[src/rtl/synaptic_scheduler_if.sv]
// Synaptic scheduler memory/event bus: spike-buffer read port, weight-memory
// read port and the outgoing synaptic event handshake.
// master = scheduler side, slave = memories / event consumer side.
interface synaptic_scheduler_if #(
  parameter int N_PRE  = 4,
  parameter int N_POST = 4,
  parameter int W_W    = 2
);
  localparam int PRE_W  = $clog2(N_PRE);
  localparam int POST_W = $clog2(N_POST);
  localparam int ADDR_W = $clog2(N_PRE * N_POST);

  logic              ibuf_rd_en_o;
  logic [PRE_W-1:0]  ibuf_rd_addr_o;
  logic              ibuf_data_i;
  logic              wmem_rd_en_o;
  logic [ADDR_W-1:0] wmem_rd_addr_o;
  logic [W_W-1:0]    wmem_data_i;
  logic              syn_valid_o;
  logic              syn_ready_i;
  logic [POST_W-1:0] syn_post_o;
  logic [W_W-1:0]    syn_weight_o;

  modport master (
    output ibuf_rd_en_o, ibuf_rd_addr_o,
    input  ibuf_data_i,
    output wmem_rd_en_o, wmem_rd_addr_o,
    input  wmem_data_i,
    output syn_valid_o,
    input  syn_ready_i,
    output syn_post_o, syn_weight_o
  );

  modport slave (
    input  ibuf_rd_en_o, ibuf_rd_addr_o,
    output ibuf_data_i,
    input  wmem_rd_en_o, wmem_rd_addr_o,
    output wmem_data_i,
    input  syn_valid_o,
    output syn_ready_i,
    input  syn_post_o, syn_weight_o
  );
endinterface

[src/rtl/synaptic_scheduler.sv]
// Synaptic event scheduler: every timestep tick it scans the presynaptic
// spike buffer and, for each spiking neuron, reads its weight row and emits
// one (post index, weight) event per postsynaptic neuron.
// Optional feature: define SYN_SCHED_ZERO_SKIP_EN to suppress events whose
// weight is zero (the scan then moves straight on to the next post index).
module synaptic_scheduler #(
  parameter int N_PRE       = 4,
  parameter int N_POST      = 4,
  parameter int W_W         = 2,
  parameter int TICK_PERIOD = 64
) (
  input  logic                 clk_i,
  input  logic                 rst_ni,
  input  logic                 en_i,
  input  logic                 ovr_clr_i,
  output logic                 tick_o,
  output logic                 busy_o,
  output logic                 done_o,
  output logic                 overrun_o,
  synaptic_scheduler_if.master bus
);
  localparam int PRE_W  = $clog2(N_PRE);
  localparam int POST_W = $clog2(N_POST);
  localparam int ADDR_W = $clog2(N_PRE * N_POST);
  localparam int CNT_W  = $clog2(TICK_PERIOD);

  localparam logic [PRE_W-1:0]  LAST_PRE  = PRE_W'(N_PRE - 1);
  localparam logic [POST_W-1:0] LAST_POST = POST_W'(N_POST - 1);
  localparam logic [CNT_W-1:0]  LAST_CNT  = CNT_W'(TICK_PERIOD - 1);

  typedef enum logic [2:0] {
    IDLE,
    SPK_RD,
    SPK_CHK,
    W_RD,
    W_CAP,
    EMIT
  } state_t;

  state_t              r_state;
  state_t              w_nextState;
  logic [CNT_W-1:0]    r_cnt;
  logic [PRE_W-1:0]    r_pre;
  logic [PRE_W-1:0]    w_nextPre;
  logic [POST_W-1:0]   r_post;
  logic [POST_W-1:0]   w_nextPost;
  logic [POST_W-1:0]   r_synPost;
  logic [W_W-1:0]      r_synWeight;
  logic                r_done;
  logic                r_overrun;

  logic                w_tick;
  logic                w_busy;
  logic                w_capture;
  logic                w_postAdv;
  logic                w_preAdv;
  logic                w_ibufRdEn;
  logic [PRE_W-1:0]    w_ibufAddr;
  logic                w_wmemRdEn;
  logic [ADDR_W-1:0]   w_wmemAddr;
  logic                w_synValid;

  assign w_tick = en_i && (r_cnt == LAST_CNT);
  assign w_busy = (r_state != IDLE);

  // Timestep counter: free-runs while enabled, parked at zero otherwise.
  always_ff @(posedge clk_i or negedge rst_ni) begin
    if (!rst_ni) begin
      r_cnt <= '0;
    end else if (!en_i || (r_cnt == LAST_CNT)) begin
      r_cnt <= '0;
    end else begin
      r_cnt <= r_cnt + 1'b1;
    end
  end

  // Scan FSM next-state, index updates and read/emit strobes.
  always_comb begin
    w_nextState = r_state;
    w_nextPre   = r_pre;
    w_nextPost  = r_post;
    w_capture   = 1'b0;
    w_postAdv   = 1'b0;
    w_preAdv    = 1'b0;
    w_ibufRdEn  = 1'b0;
    w_ibufAddr  = '0;
    w_wmemRdEn  = 1'b0;
    w_wmemAddr  = '0;
    w_synValid  = 1'b0;

    case (r_state)
      IDLE: begin
        if (w_tick) begin
          w_nextPre   = '0;
          w_nextPost  = '0;
          w_nextState = SPK_RD;
        end
      end
      SPK_RD: begin
        w_ibufRdEn  = 1'b1;
        w_ibufAddr  = r_pre;
        w_nextState = SPK_CHK;
      end
      SPK_CHK: begin
        if (bus.ibuf_data_i) begin
          w_nextPost  = '0;
          w_nextState = W_RD;
        end else begin
          w_preAdv = 1'b1;
        end
      end
      W_RD: begin
        w_wmemRdEn  = 1'b1;
        w_wmemAddr  = ADDR_W'(r_pre) * ADDR_W'(N_POST) + ADDR_W'(r_post);
        w_nextState = W_CAP;
      end
      W_CAP: begin
        w_capture = 1'b1;
`ifdef SYN_SCHED_ZERO_SKIP_EN
        if (bus.wmem_data_i == '0) begin
          w_postAdv = 1'b1;
        end else begin
          w_nextState = EMIT;
        end
`else
        w_nextState = EMIT;
`endif
      end
      EMIT: begin
        w_synValid = 1'b1;
        if (bus.syn_ready_i) begin
          w_postAdv = 1'b1;
        end
      end
      default: begin
        w_nextState = IDLE;
      end
    endcase

    if (w_postAdv) begin
      if (r_post != LAST_POST) begin
        w_nextPost  = r_post + 1'b1;
        w_nextState = W_RD;
      end else begin
        w_preAdv = 1'b1;
      end
    end

    if (w_preAdv) begin
      if (r_pre != LAST_PRE) begin
        w_nextPre   = r_pre + 1'b1;
        w_nextState = SPK_RD;
      end else begin
        w_nextState = IDLE;
      end
    end
  end

  // FSM state and scan indices.
  always_ff @(posedge clk_i or negedge rst_ni) begin
    if (!rst_ni) begin
      r_state <= IDLE;
      r_pre   <= '0;
      r_post  <= '0;
    end else begin
      r_state <= w_nextState;
      r_pre   <= w_nextPre;
      r_post  <= w_nextPost;
    end
  end

  // Event payload capture; held through EMIT so backpressure sees stable data.
  always_ff @(posedge clk_i or negedge rst_ni) begin
    if (!rst_ni) begin
      r_synPost   <= '0;
      r_synWeight <= '0;
    end else if (w_capture) begin
      r_synPost   <= r_post;
      r_synWeight <= bus.wmem_data_i;
    end
  end

  // Done pulse on return to IDLE and sticky overrun (set beats clear).
  always_ff @(posedge clk_i or negedge rst_ni) begin
    if (!rst_ni) begin
      r_done    <= 1'b0;
      r_overrun <= 1'b0;
    end else begin
      r_done <= w_busy && (w_nextState == IDLE);
      if (w_tick && w_busy) begin
        r_overrun <= 1'b1;
      end else if (ovr_clr_i) begin
        r_overrun <= 1'b0;
      end
    end
  end

  assign tick_o             = w_tick;
  assign busy_o             = w_busy;
  assign done_o             = r_done;
  assign overrun_o          = r_overrun;
  assign bus.ibuf_rd_en_o   = w_ibufRdEn;
  assign bus.ibuf_rd_addr_o = w_ibufAddr;
  assign bus.wmem_rd_en_o   = w_wmemRdEn;
  assign bus.wmem_rd_addr_o = w_wmemAddr;
  assign bus.syn_valid_o    = w_synValid;
  assign bus.syn_post_o     = r_synPost;
  assign bus.syn_weight_o   = r_synWeight;
endmodule
[src/flat_wrapper.sv]
// flat-port wrapper written by rule: the top's interface ports become plain ports
module synaptic_scheduler_flat 
#(
  parameter int N_PRE       = 4,
  parameter int N_POST      = 4,
  parameter int W_W         = 2,
  parameter int TICK_PERIOD = 64
)
  (clk_i, rst_ni, en_i, ovr_clr_i, tick_o, busy_o, done_o, overrun_o, bus_ibuf_rd_en_o, bus_ibuf_rd_addr_o, bus_ibuf_data_i, bus_wmem_rd_en_o, bus_wmem_rd_addr_o, bus_wmem_data_i, bus_syn_valid_o, bus_syn_ready_i, bus_syn_post_o, bus_syn_weight_o);
  synaptic_scheduler_if #(.N_PRE(N_PRE), .N_POST(N_POST), .W_W(W_W)) bus_i ();
  input  logic clk_i;
  input  logic rst_ni;
  input  logic en_i;
  input  logic ovr_clr_i;
  output logic tick_o;
  output logic busy_o;
  output logic done_o;
  output logic overrun_o;
  output wire logic [$bits(bus_i.ibuf_rd_en_o)-1:0] bus_ibuf_rd_en_o;
  output wire logic [$bits(bus_i.ibuf_rd_addr_o)-1:0] bus_ibuf_rd_addr_o;
  input wire logic [$bits(bus_i.ibuf_data_i)-1:0] bus_ibuf_data_i;
  output wire logic [$bits(bus_i.wmem_rd_en_o)-1:0] bus_wmem_rd_en_o;
  output wire logic [$bits(bus_i.wmem_rd_addr_o)-1:0] bus_wmem_rd_addr_o;
  input wire logic [$bits(bus_i.wmem_data_i)-1:0] bus_wmem_data_i;
  output wire logic [$bits(bus_i.syn_valid_o)-1:0] bus_syn_valid_o;
  input wire logic [$bits(bus_i.syn_ready_i)-1:0] bus_syn_ready_i;
  output wire logic [$bits(bus_i.syn_post_o)-1:0] bus_syn_post_o;
  output wire logic [$bits(bus_i.syn_weight_o)-1:0] bus_syn_weight_o;
  assign bus_ibuf_rd_en_o = bus_i.ibuf_rd_en_o;
  assign bus_ibuf_rd_addr_o = bus_i.ibuf_rd_addr_o;
  assign bus_i.ibuf_data_i = bus_ibuf_data_i;
  assign bus_wmem_rd_en_o = bus_i.wmem_rd_en_o;
  assign bus_wmem_rd_addr_o = bus_i.wmem_rd_addr_o;
  assign bus_i.wmem_data_i = bus_wmem_data_i;
  assign bus_syn_valid_o = bus_i.syn_valid_o;
  assign bus_i.syn_ready_i = bus_syn_ready_i;
  assign bus_syn_post_o = bus_i.syn_post_o;
  assign bus_syn_weight_o = bus_i.syn_weight_o;
  synaptic_scheduler #(.N_PRE(N_PRE), .N_POST(N_POST), .W_W(W_W), .TICK_PERIOD(TICK_PERIOD)) u_core (.clk_i(clk_i), .rst_ni(rst_ni), .en_i(en_i), .ovr_clr_i(ovr_clr_i), .tick_o(tick_o), .busy_o(busy_o), .done_o(done_o), .overrun_o(overrun_o), .bus(bus_i));
endmodule
[config.mk]
export PLATFORM = sky130hd
export DESIGN_NAME = synaptic_scheduler_flat
export DESIGN_NICKNAME = d
export VERILOG_FILES = /design/src/rtl/synaptic_scheduler_if.sv /design/src/rtl/synaptic_scheduler.sv /design/src/flat_wrapper.sv
export SDC_FILE = /design/constraint.sdc
export NUM_CORES = 1
export LEC_CHECK = 0
export ABC_AREA = 1
export CAP_MARGIN = 30
export CORE_MARGIN = 4
export CORE_UTILIZATION = 47
export CTS_BUF_LIST = sky130_fd_sc_hd__clkbuf_8 sky130_fd_sc_hd__clkbuf_16
export CTS_CLUSTER_SIZE = 28
export DETAILED_ROUTE_END_ITERATION = 8
export HOLD_SLACK_MARGIN = 0.15
export PLACE_DENSITY_LB_ADDON = 0.25
export SLEW_MARGIN = 40
export SYNTH_ARGS = -nofsm -noshare
export SYNTH_HDL_FRONTEND = slang
export SYNTH_SLANG_ARGS = --single-unit
[constraint.sdc]
create_clock -name clk_i -period 1.5 [get_ports clk_i]
set_input_delay 0.3 -clock clk_i [delete_from_list [all_inputs] [get_ports clk_i]]
set_output_delay 0.3 -clock clk_i [all_outputs]
set_load 0.05 [all_outputs]
---- Yosys cells after proc, flatten, opt, wreduce, memory -nomap -nowiden ----
Index checks and enable logic that the tools add are counted.
cells by class
  equality and inequality tests ........... 8
  add/sub/neg operators ................... 4
  reductions and logical operators ........ 9
  multiplexer cells ....................... 31
operators by type and width
  operator             count
  $mux 2               9
  $pmux 3 s6           1
  $mux 3               5
  $mux 1               13
  $add 6x1->6 const B  1
  $eq 3x2->1 const B   2
  $eq 3x3->1 const B   2
  $eq 6x6->1 const B   1
  $logic_not 3->1      2
  $mux 6               1
  $add 2x1->2 const B  2
  $add 4x2->4          1
  $mux 4               1
  $ne 2x2->1 const B   2
  $pmux 2 s2           1
  $eq 3x1->1 const B   1
  $logic_and 1x1->1    3
  $reduce_bool 3->1    1
  $reduce_bool 2->1    1
  $logic_not 1->1      1
  $logic_or 1x1->1     1
storage, ports and cells
  output and inout port bits .............. 17
  logic and storage cells ................. 60
  bits in registers ....................... 19
  input port bits ......................... 8

---- Depth between registers and ports, before layout ----
Gate-level depths: netlist of run 1.
  depth in word-level cells ............... 9
  gate-level depth with buffers ........... 9
  depth with buffers taken out ............ 9

---- Worst setup path after synthesis of run 1 ----
Ideal clock, no wire load.
  path type ............................... register -> output
  start point ............................. register u_core.r_cnt[0]
  end point ............................... output tick_o
  path buffers ............................ 0
  stages on the path, launching flop included .. 4
  required time ........................... 1.200 ns
  arrival time ............................ 1.785 ns
  path slack .............................. -0.585 ns
  cell sequence ........................... dfrtp_1 -> ha_1 -> nand3_2 -> nor3_1
on the way
  longest elaborated chain between the ends .. 2
RTL lines
  item                    line                      text
  from (decl)             synaptic_scheduler.sv:42  logic [CNT_W-1:0] r_cnt;
  from (signal assigned)  synaptic_scheduler.sv:73  r_cnt <= r_cnt + 1'b1;
  $eq 6x6->1              synaptic_scheduler.sv:63  assign w_tick = en_i && (r_cnt == LAST_CNT);
  $logic_and 1x1->1       synaptic_scheduler.sv:63
  to (decl)               flat_wrapper.sv:15        output logic tick_o;
Every way passes these cells.

---- Worst setup path after layout of run 1 ----
  start point ............................. register u_core.r_state[1]
  end point ............................... output bus_wmem_rd_addr_o[2]
on the way
  longest elaborated chain between the ends .. 2
RTL lines
  item                    line                       text
  from (decl)             synaptic_scheduler.sv:40   state_t r_state;
  from (signal assigned)  synaptic_scheduler.sv:166  r_state <= w_nextState;
  $eq 3x2->1              synaptic_scheduler.sv:91   case (r_state)
  $mux 4                  synaptic_scheduler.sv:91
  to (decl)               flat_wrapper.sv:23         output wire logic [$bits(bus_i.wmem_rd_addr_o)-1:0] bus_wmem_rd_addr_o;
Every way passes these cells.

==> results of run 1 <==
==> synthesized netlist by cell type, drive strengths merged <==
master   n  area (um2)
nand2   23        93.8
inv     22        82.6
nor2    21        93.8
dfrtp   19         475
nand3   11        65.1
o21ai    7        38.8
ha       3        37.5
nand4    3        18.8
mux2     2        22.5
nor3     2        10.0
a21oi    1        5.00
a31o     1        8.76
nand3b   1        7.51
o21a     1        7.51
==> logic make-up after synthesis <==
kind of cell | Yosys count | share of synthesized area (%)
buf+inv | 22 | 8.54
fa+ha+maj | 3 | 3.88
simple gates | 61 | 29.9
flops | 19 | 49.2
compound gates | 10 | 6.21
mux | 2 | 2.33
==> through the flow <==
step           worst slack, ns  TNS, ns
6_report                -0.121    -1.25
4_1_cts                 -0.135   -0.369
5_1_grt                 -0.173    -1.79
2_1_floorplan           -0.155   -0.619
3_3_place_gp           -0.0398  -0.0398
3_5_place_dp           -0.0737  -0.0737
==> power groups by stage <==
stage | combinational (mW) | sequential (mW) | clock (mW)
detailed placement | 0.0734 | 0.540 | 0
global route | 0.107 | 0.533 | 0.373
CTS | 0.0871 | 0.532 | 0.353
floorplan | 0.0153 | 0.547 | 0
finish | 0.0980 | 0.534 | 0.354
global placement | 0.0711 | 0.539 | 0
==> how the worst max path moves through the flow <==
stage                                           start                      end  slack (ns)
after floorplan           u_core.r_state[1]$_DFF_PN0_    bus_wmem_rd_addr_o[0]       -0.15
after global routing      u_core.r_state[2]$_DFF_PN0_  u_core.done_o$_DFF_PN0_       -0.17
after detailed placement                         en_i                   tick_o       -0.07
after CTS                   u_core.r_cnt[1]$_DFF_PN0_                   tick_o       -0.14
after global placement                           en_i                   tick_o       -0.04
final                     u_core.r_state[1]$_DFF_PN0_    bus_wmem_rd_addr_o[2]       -0.12
==> registers in the layout, summed over array words and instances (netlist names) <==
signal / flops
u_core.r_pre: 2
u_core.overrun_o: 1
u_core.bus.syn_post_o: 2
u_core.done_o: 1
u_core.bus.syn_weight_o: 2
u_core.r_cnt: 6
u_core.r_post: 2
u_core.r_state: 3
==> layout make-up <==
type	count	area, um2
repair buffers	45	574
fillers	92	216
clock inverters	1	3.75
inverters	22	87.6
well taps	27	33.8
multi-input cells	76	528
flip-flops and latches	19	477
clock buffers	3	41.3
==> metal layers <==
metal / vias up / share of wire [%] / global-route usage (%)
li1: 466 / - / -
met1: 519 / 37 / 22.0
met2: 63 / 51 / 39.2
met3: 26 / 4.7 / 4.23
met4: 0 / 6.5 / 11.1
met5: - / 0 / 0
==> what timing repair did <==
| action | 4_1_cts | 5_1_grt |
|---|---|---|
| hold buffers | 0 | 0 |
| resized for setup | 22 | 11 |
| endpoints found under the setup margin | 11 | 12 |
| pin swaps | 4 | 9 |
| buffers inserted | 10 | 8 |
==> flow_summary.rst, run 1 <==
.. list-table::
   :header-rows: 1

   * - Metric
     - Value
   * - Synthesized area
     - 967 um2
   * - Leakage power total
     - 0.800 nW
   * - Share of final-layout standard cells stronger than drive strength 1
     - 45.2%
   * - Initial antenna violation count
     - 0
   * - Number of cell rows
     - 16
   * - Post-detail-place hpwl
     - 1.68 mm
   * - Worst setup margin
     - -0.121 ns
   * - Tcrit/Tclk final
     - 108%
   * - Result of the run
     - finished, violations left
   * - Worst reg-to-reg setup slack
     - -0.08 ns
   * - Synthesized flop and latch total
     - 19
   * - Worst Setup End Kind
     - output pin
   * - I/O pin count
     - 25
   * - Post-synthesis sequential area ratio
     - 49.2%
   * - Overflow left after global routing
     - 0
   * - Quantity of I/O buffers inserted on ports
     - 24
   * - Buf/Inv on CP
     - 2
   * - Kind of cell adding the most delay to the critical path
     - flip-flops
   * - Most used cells in the layout excluding fill and tap cells
     - nand2_1, buf_4, dfrtp_1
   * - P_sw
     - 228 uW
   * - Inserted Diodes
     - 0
   * - Most common cell after layout, fill and taps aside
     - nand2_1
   * - Transition time at the pin with the least slew margin
     - 0.298 ns
   * - Arrival time of data at the critical path endpoint
     - 1.32 ns
   * - Residual antenna-violating net count after detailed routing
     - 0
   * - Gr usage total
     - 21.2%
   * - Fraction of power consumed by combinational cells
     - 10.0%
   * - Max-cap viol count
     - 0
   * - Utilization of the core after routing
     - 89.0%
   * - Routed len/inst
     - 18.9 um
   * - Initial Utilization
     - 49.3%
   * - Unrepaired setup endpoints after global routing
     - true
   * - Net count reported at finish
     - 178
   * - Placed inst area
     - 1440 um2
   * - Startpoint kind of the worst setup timing path
     - flip-flop
   * - Final number of max-transition violations
     - 0
   * - R2r startpoint
     - u_core.r_state[2]$_DFF_PN0_
   * - Worst clock skew
     - 0.00470 ns
   * - Switching part of the total power
     - 23.1%
   * - Hold Path Class
     - in -> async
   * - Number of hold violations in the final report
     - 0
   * - Sequential share of power
     - 54.2%
   * - Clock Power Share
     - 35.9%
   * - Number of cell instances on the worst register-to-register path
     - 10
   * - Total Power Consumption
     - 985 uW
   * - Overall die width
     - 53.4 um
   * - Maximum number of pins on one net before global-route repair
     - 20
   * - TritonCTS clock tree
     - built
   * - Setup-violating endpoint count in the final report
     - 14
   * - Data required time of the critical path
     - 1.20 ns
   * - First-pass GRT wire length
     - 4.33 mm
   * - Post-synthesis instance total
     - 117
   * - Max-slew headroom
     - 80.0%
   * - Synthesized net count
     - 128
   * - Routability-driven placement congestion ratio
     - 0.818
   * - Number of warning messages in the yosys log
     - 0
   * - DRC violation count after routing
     - 0
   * - Clk pin slew, worst setup/hold paths
     - 0.07 ns
   * - Worst path slowest cell
     - dfrtp_1
   * - Count of placed standard cells in the final layout, fillers left out
     - 193
   * - Count of clock tree sinks
     - 19
   * - End of the worst register-to-register path
     - u_core.done_o$_DFF_PN0_
   * - Deepest level of the CTS H-tree
     - 1
   * - Power density over the cells
     - 564 nW/um2
   * - Violated checks
     - negative setup slack
   * - Total clock buffers created by CTS
     - 3
   * - Via count of the first global-routing pass
     - 1,033
   * - Buffer cell driving the clock tree root
     - clkbuf_8
   * - First-pass DRT Iterations
     - 4
   * - Fin crit period
     - 1.62 ns
   * - Type of the setup path with the least slack
     - reg -> out
   * - Vias per std cell
     - 5.56
   * - Cells traversed along the worst timing path
     - buf_4 > nand3_4 > nor2_4 > buf_12
   * - Average instance area after synthesis
     - 8.27 um2
   * - P_int
     - 757 uW
   * - Minimum hold slack
     - 0.367 ns
   * - Yosys cell types
     - 21
   * - Clock latency on the worst-skew pair
     - 0.26 ns
   * - Maximum clock path buffer count
     - 2
   * - Crit Path Max Fanout
     - 6
   * - Area added between synthesis and finish
     - 80.5%
   * - Number of logic stages on the critical path including buffering
     - 4
   * - Height of the die
     - 53.4 um
   * - Core region area
     - 1960 um2
   * - Non-Filler Cell Area, Final
     - 1750 um2
   * - Final Routed Wirelength
     - 3.65 mm
   * - Cell count after placement
     - 171
   * - DR iter-0 viols
     - 28
   * - Critical Path Max Stage Delay
     - 0.44 ns
   * - Worst IR drop on VDD
     - 0.753 mV
   * - Total die area
     - 2850 um2
   * - Vias after detailed routing
     - 1,074
   * - Maximum clock frequency
     - 617 MHz
(Power assumes the default switching activity.)
==> run 2: changes to the inputs <==
--- a/config.mk
+++ b/config.mk
@@ -12,6 +12,7 @@
 export CTS_BUF_LIST = sky130_fd_sc_hd__clkbuf_8 sky130_fd_sc_hd__clkbuf_16
 export CTS_CLUSTER_SIZE = 28
 export DETAILED_ROUTE_END_ITERATION = 8
+export GPL_ROUTABILITY_DRIVEN = 0
 export HOLD_SLACK_MARGIN = 0.15
 export PLACE_DENSITY_LB_ADDON = 0.25
 export SLEW_MARGIN = 40
==> results of run 2 <==
Same layout as run 1: the final DEF is identical, and so are final timing and power.
